`src/rtl/rf_wb_arb_pkg.sv`:
```
// Shared types for the register-file write-back arbiter.
package rf_wb_arb_pkg;

  typedef enum logic {
    CLEAR = 1'b0,
    RUN   = 1'b1
  } state_t;

  typedef enum logic {
    SRC_ALU = 1'b0,
    SRC_LD  = 1'b1
  } src_t;

endpackage

```
`src/rtl/rf_rr_arb2.sv`:
```
// Two-input round-robin grant: on a tie the source that did not win last time is granted.
module rf_rr_arb2
  import rf_wb_arb_pkg::*;
(
  input  logic [1:0] req,
  input  src_t       last_grant,
  output logic [1:0] gnt
);

  // bit 0 = ALU, bit 1 = load; result is one-hot or zero
  always_comb begin
    gnt = 2'b00;
    case (req)
      2'b01:   gnt = 2'b01;
      2'b10:   gnt = 2'b10;
      2'b11:   gnt = (last_grant == SRC_LD) ? 2'b01 : 2'b10;
      default: gnt = 2'b00;
    endcase
  end

endmodule

```
`src/rtl/rf_wb_arbiter.sv`:
```
// Register-file write-port owner: round-robin ALU/load write-back plus an optional
// zero-clear pass, built when RF_WB_ARB_CLEAR_EN is defined.
module rf_wb_arbiter
  import rf_wb_arb_pkg::*;
#(
  parameter int unsigned W = 8,
  parameter int unsigned D = 3
) (
  input  logic         CLK,
  input  logic         Reset,
  input  logic         clear_req,
  input  logic         alu_valid,
  input  logic [D-1:0] alu_reg,
  input  logic [W-1:0] alu_data,
  output logic         alu_ready,
  input  logic         ld_valid,
  input  logic [D-1:0] ld_reg,
  input  logic [W-1:0] ld_data,
  output logic         ld_ready,
  output logic         WriteReg,
  output logic [D-1:0] WReg,
  output logic [W-1:0] WriteValue,
  output logic         busy
);

  src_t       last_grant;
  logic [1:0] gnt;
  logic       grant_open;
  logic       alu_xfer;
  logic       ld_xfer;

`ifdef RF_WB_ARB_CLEAR_EN
  localparam logic [D-1:0] CNT_LAST = '1;

  state_t       state;
  logic [D-1:0] cnt;

  // A clear request closes the grant window in the same cycle it is seen
  assign grant_open = (state == RUN) && !clear_req;
  assign busy       = (state == CLEAR);
`else
  logic unused_clear_req;

  assign unused_clear_req = clear_req;
  assign grant_open       = 1'b1;
  assign busy             = 1'b0;
`endif

  rf_rr_arb2 u_arb (
    .req        ({ld_valid, alu_valid}),
    .last_grant (last_grant),
    .gnt        (gnt)
  );

  always_comb begin
    alu_ready = 1'b0;
    ld_ready  = 1'b0;
    if (grant_open) begin
      alu_ready = gnt[0];
      ld_ready  = gnt[1];
    end
  end

  assign alu_xfer = alu_valid && alu_ready;
  assign ld_xfer  = ld_valid && ld_ready;

  // State, clear counter, grant history and the registered write port
  always_ff @(posedge CLK or posedge Reset) begin
    if (Reset) begin
`ifdef RF_WB_ARB_CLEAR_EN
      state <= CLEAR;
      cnt   <= '0;
`endif
      last_grant <= SRC_LD;
      WriteReg   <= 1'b0;
      WReg       <= '0;
      WriteValue <= '0;
    end
`ifdef RF_WB_ARB_CLEAR_EN
    else if (state == CLEAR) begin
      WriteReg   <= 1'b1;
      WReg       <= cnt;
      WriteValue <= '0;
      cnt        <= D'(cnt + D'(1));
      if (cnt == CNT_LAST) begin
        state <= RUN;
      end
    end
`endif
    else begin
`ifdef RF_WB_ARB_CLEAR_EN
      if (clear_req) begin
        state <= CLEAR;
      end
`endif
      WriteReg <= alu_xfer || ld_xfer;
      if (alu_xfer) begin
        WReg       <= alu_reg;
        WriteValue <= alu_data;
        last_grant <= SRC_ALU;
      end else if (ld_xfer) begin
        WReg       <= ld_reg;
        WriteValue <= ld_data;
        last_grant <= SRC_LD;
      end
    end
  end

endmodule

```
`config.mk`:
```
export PLATFORM = sky130hd
export DESIGN_NAME = rf_wb_arbiter
export DESIGN_NICKNAME = d
export VERILOG_FILES = /design/src/rtl/rf_wb_arb_pkg.sv /design/src/rtl/rf_rr_arb2.sv /design/src/rtl/rf_wb_arbiter.sv
export SDC_FILE = /design/constraint.sdc
export NUM_CORES = 1
export LEC_CHECK = 0
export CAP_MARGIN = 40
export CORE_ASPECT_RATIO = 1.4
export CORE_MARGIN = 5
export CORE_UTILIZATION = 37
export DETAILED_ROUTE_END_ITERATION = 7
export PLACE_DENSITY_LB_ADDON = 0.25
export RECOVER_POWER = 100
export SLEW_MARGIN = 20
export SYNTH_ARGS = -nofsm -noshare
export SYNTH_HDL_FRONTEND = slang
export SYNTH_SLANG_ARGS = --single-unit
```
`constraint.sdc`:
```
create_clock -name CLK -period 1.45 [get_ports CLK]
set_clock_uncertainty 0.2 [all_clocks]
set_input_delay 0.29 -clock CLK [delete_from_list [all_inputs] [get_ports CLK]]
set_output_delay 0.29 -clock CLK [all_outputs]
set_load 0.03 [all_outputs]
```
==> out/metrics.yaml, run 1 <==
layout-drive-gt1-share_pct: 31.1
rows: 19
worstReg2RegEnd: "WReg[0]$_DFFE_PP0P_"
cp-start-kind: "flop"
finalCriticalPeriod_ps: 1680
rrSetupSlack_ps: 90
fin_crit_sh_pct: 116
final-hold-violation-count: 0
diodes: 0
crit_type: "flop to primary output"
cts_sinks: 13
status: "complete, but fails checks"
numCtsBuffers: 3
cts_tree: "yes"
antenna_found_initial: 0
final_cell_mix: "22 x clkdlybuf4s50_1, 21 x buf_4, 12 x dfrtp_1"
grt_first_pass_wirelength_um: 3050
avgViaCountPerCell: 4.95
power_density_nw_per_um2: 929
drv_slew: 0
antenna_left: 0
switching_share_pct: 32.9
dieArea_sq_um: 2950
yosys_warnings: 0
synth-seq-area-share_pct: 45.2
rsz0062_at_grt: "yes"
rr_worst_depth: 5
root_buffer: "clkbuf_4"
gp_congestion: 0.649
grt_max_degree: 14
mostFrequentLayoutCell: "clkdlybuf4s50_1"
holdWs_ps: 353
wirelength_um: 1870
dpl-instance-area_sq_um: 1130
core_area_sq_um: 1930
die_w_um: 47.3
grt_overflow: 0
synth.ff_latch_count: 13
hold_end: "WriteReg$_DFF_PP0_"
path_clk_slew_ps: 80
ctsHoldBuffers: 0
r2r_start: "last_grant$_DFFE_PP1P_"
combPwrFrac_pct: 40.1
area_delta_synth_final_pct: 64.3
maxCapViolations: 0
hold_depth: 3
hp-class: "primary input to flop"
die_h_um: 62.3
nFillCells: 181
cp_max_fo: 4
wl_per_cell_um: 13.1
grt_pass1_vias: 752
synthCells: 72
drtIter0Drc: 21
avgSynthCellArea_sq_um: 10.0
finalSetupViolCount: 2
pwr-share-seq_pct: 39.7
clkLatencyLatePin_ps: 270
cts.htree.levels: 1
port_buffers: 39
max_freq_mhz: 596
vias: 708
max_slew_margin_pct: 53.0
final_nets: 150
pwr-share-clk_pct: 20.2
start_util_pct: 37.5
violations: "negative setup slack"
cts_buffer_depth: 2
critPathRequiredTime_ps: 960
ir_worst_vdd_v: 0.000735
syn_nets: 99
finish.instance_area_sq_um: 1190
end_kind: "primary output"
grtUsageTotal_pct: 13.8
io-pin-count: 42
synth.cell_area_sq_um: 722
synth_cell_type_count: 21
drt_first_pass_iters: 4
power.total_w: 0.00110
p_int_w: 0.000739
p_leak_nw: 0.514
setup_slack_ps: -227
dp_hpwl_um: 1440
drc: 0
p_sw_w: 0.000363
worst-slew-pin-transition_ps: 705
min_from: "ld_valid"
cp.arrival_ps: 1190
metrics by stage:
| stage | instances | worst slack (ps) | utilization (%) | setup TNS (ps) |
|---|---|---|---|---|
| after floorplan | 72 | 55.9 | - | 0 |
| final | 143 | -227 | 61.6 | -410 |
| after detailed placement | 137 | -431 | 58.8 | -4230 |
| after CTS | 142 | -245 | 60.8 | -435 |
| after global routing | 143 | -282 | 61.6 | -809 |
| after global placement | 137 | -368 | 58.8 | -3860 |
critical path: stages, from the launching register on:
cell and delay, ps:
dfstp_2 570, inv_2 40, a21boi_2 150, buf_6 150
area by class of cell:
| cell class | instances | area [sq um] | share of cell area (%) |
|---|---|---|---|
| repair buffers | 52 | 465 | 39.2 |
| multi-input cells | 50 | 330 | 27.8 |
| flip-flops and latches | 13 | 327 | 27.5 |
| clock buffers | 4 | 26.3 | 2.22 |
| well taps | 21 | 26.3 | 2.22 |
| inverters | 3 | 11.3 | 0.949 |
power by group through the flow:
stage | sequential [W] | combinational [W] | clock [W]
after floorplan | 0.000525 | 0.000157 | 0
after global placement | 0.000443 | 0.000424 | 0
after global routing | 0.000445 | 0.000476 | 0.000239
after CTS | 0.000439 | 0.000436 | 0.000229
final | 0.000438 | 0.000442 | 0.000222
after detailed placement | 0.000444 | 0.000430 | 0
worst max-delay path by stage:
stage	from	end	slack (ps)	cells past startpoint
after floorplan	last_grant$_DFFE_PP1P_	alu_ready	60	2
after global placement	alu_valid	WReg[2]$_DFFE_PP0P_	-370	5
after detailed placement	alu_valid	WriteValue[0]$_DFFE_PP0P_	-430	5
after CTS	last_grant$_DFFE_PP1P_	alu_ready	-250	3
after global routing	last_grant$_DFFE_PP1P_	alu_ready	-280	3
final	last_grant$_DFFE_PP1P_	alu_ready	-230	3
cells in the mapped netlist:
| library cell | n | share of area (%) |
|---|---|---|
| a211oi_1 | 10 | 10 |
| a211oi_2 | 1 | 1.7 |
| a21bo_4 | 1 | 2.3 |
| a21boi_1 | 1 | 1.0 |
| and2b_1 | 1 | 1.0 |
| and2b_4 | 2 | 2.8 |
| buf_2 | 1 | 0.69 |
| buf_4 | 1 | 1.0 |
| buf_6 | 4 | 6.2 |
| conb_1 | 1 | 0.52 |
| dfrtp_1 | 12 | 42 |
| dfstp_2 | 1 | 3.6 |
| inv_1 | 2 | 1.0 |
| inv_2 | 1 | 0.52 |
| nand2_1 | 1 | 0.52 |
| nor2_1 | 11 | 5.7 |
| nor2b_1 | 8 | 6.9 |
| o21a_1 | 1 | 1.0 |
| o22ai_1 | 10 | 8.7 |
| o22ai_2 | 1 | 1.7 |
| or2_1 | 1 | 0.87 |
registers in the layout, summed over array words and instances (netlist names):
register,count
WReg,3
WriteReg,1
WriteValue,8
last_grant,1
routing by layer:
metal | routed length [um] | global-route usage (%) | vias to the layer above
met1 | 765 | 17.1 | 321
met4 | 13 | 6.23 | 0
met3 | 198 | 2.60 | 2
met2 | 896 | 22.0 | 28
met5 | 0 | 0 | -
li1 | - | - | 357
cells by family (layout without fill, tap and decap cells):
logic type	count (synthesis)	after routing	share of synthesized area [%]
other cells	1	1	0.519
buf+inv	9	59	9.53
compound gates	25	25	26.9
simple gates	24	24	17.9
flops	13	13	45.2
timing repair:
item | in CTS | in global routing
gates resized for setup | 5 | 3
pin swaps | 2 | 1
buffers inserted | 1 | 1
endpoints found under the setup margin | 7 | 6
hold endpoints to repair | 0 | 0
Note: power is estimated with default switching activity, not from simulation.
==> run 2: changes to the inputs <==
CAP_MARGIN = 20   (was 40)
==> results of run 2 <==
Final layout, timing and power as in run 1 (identical DEF).
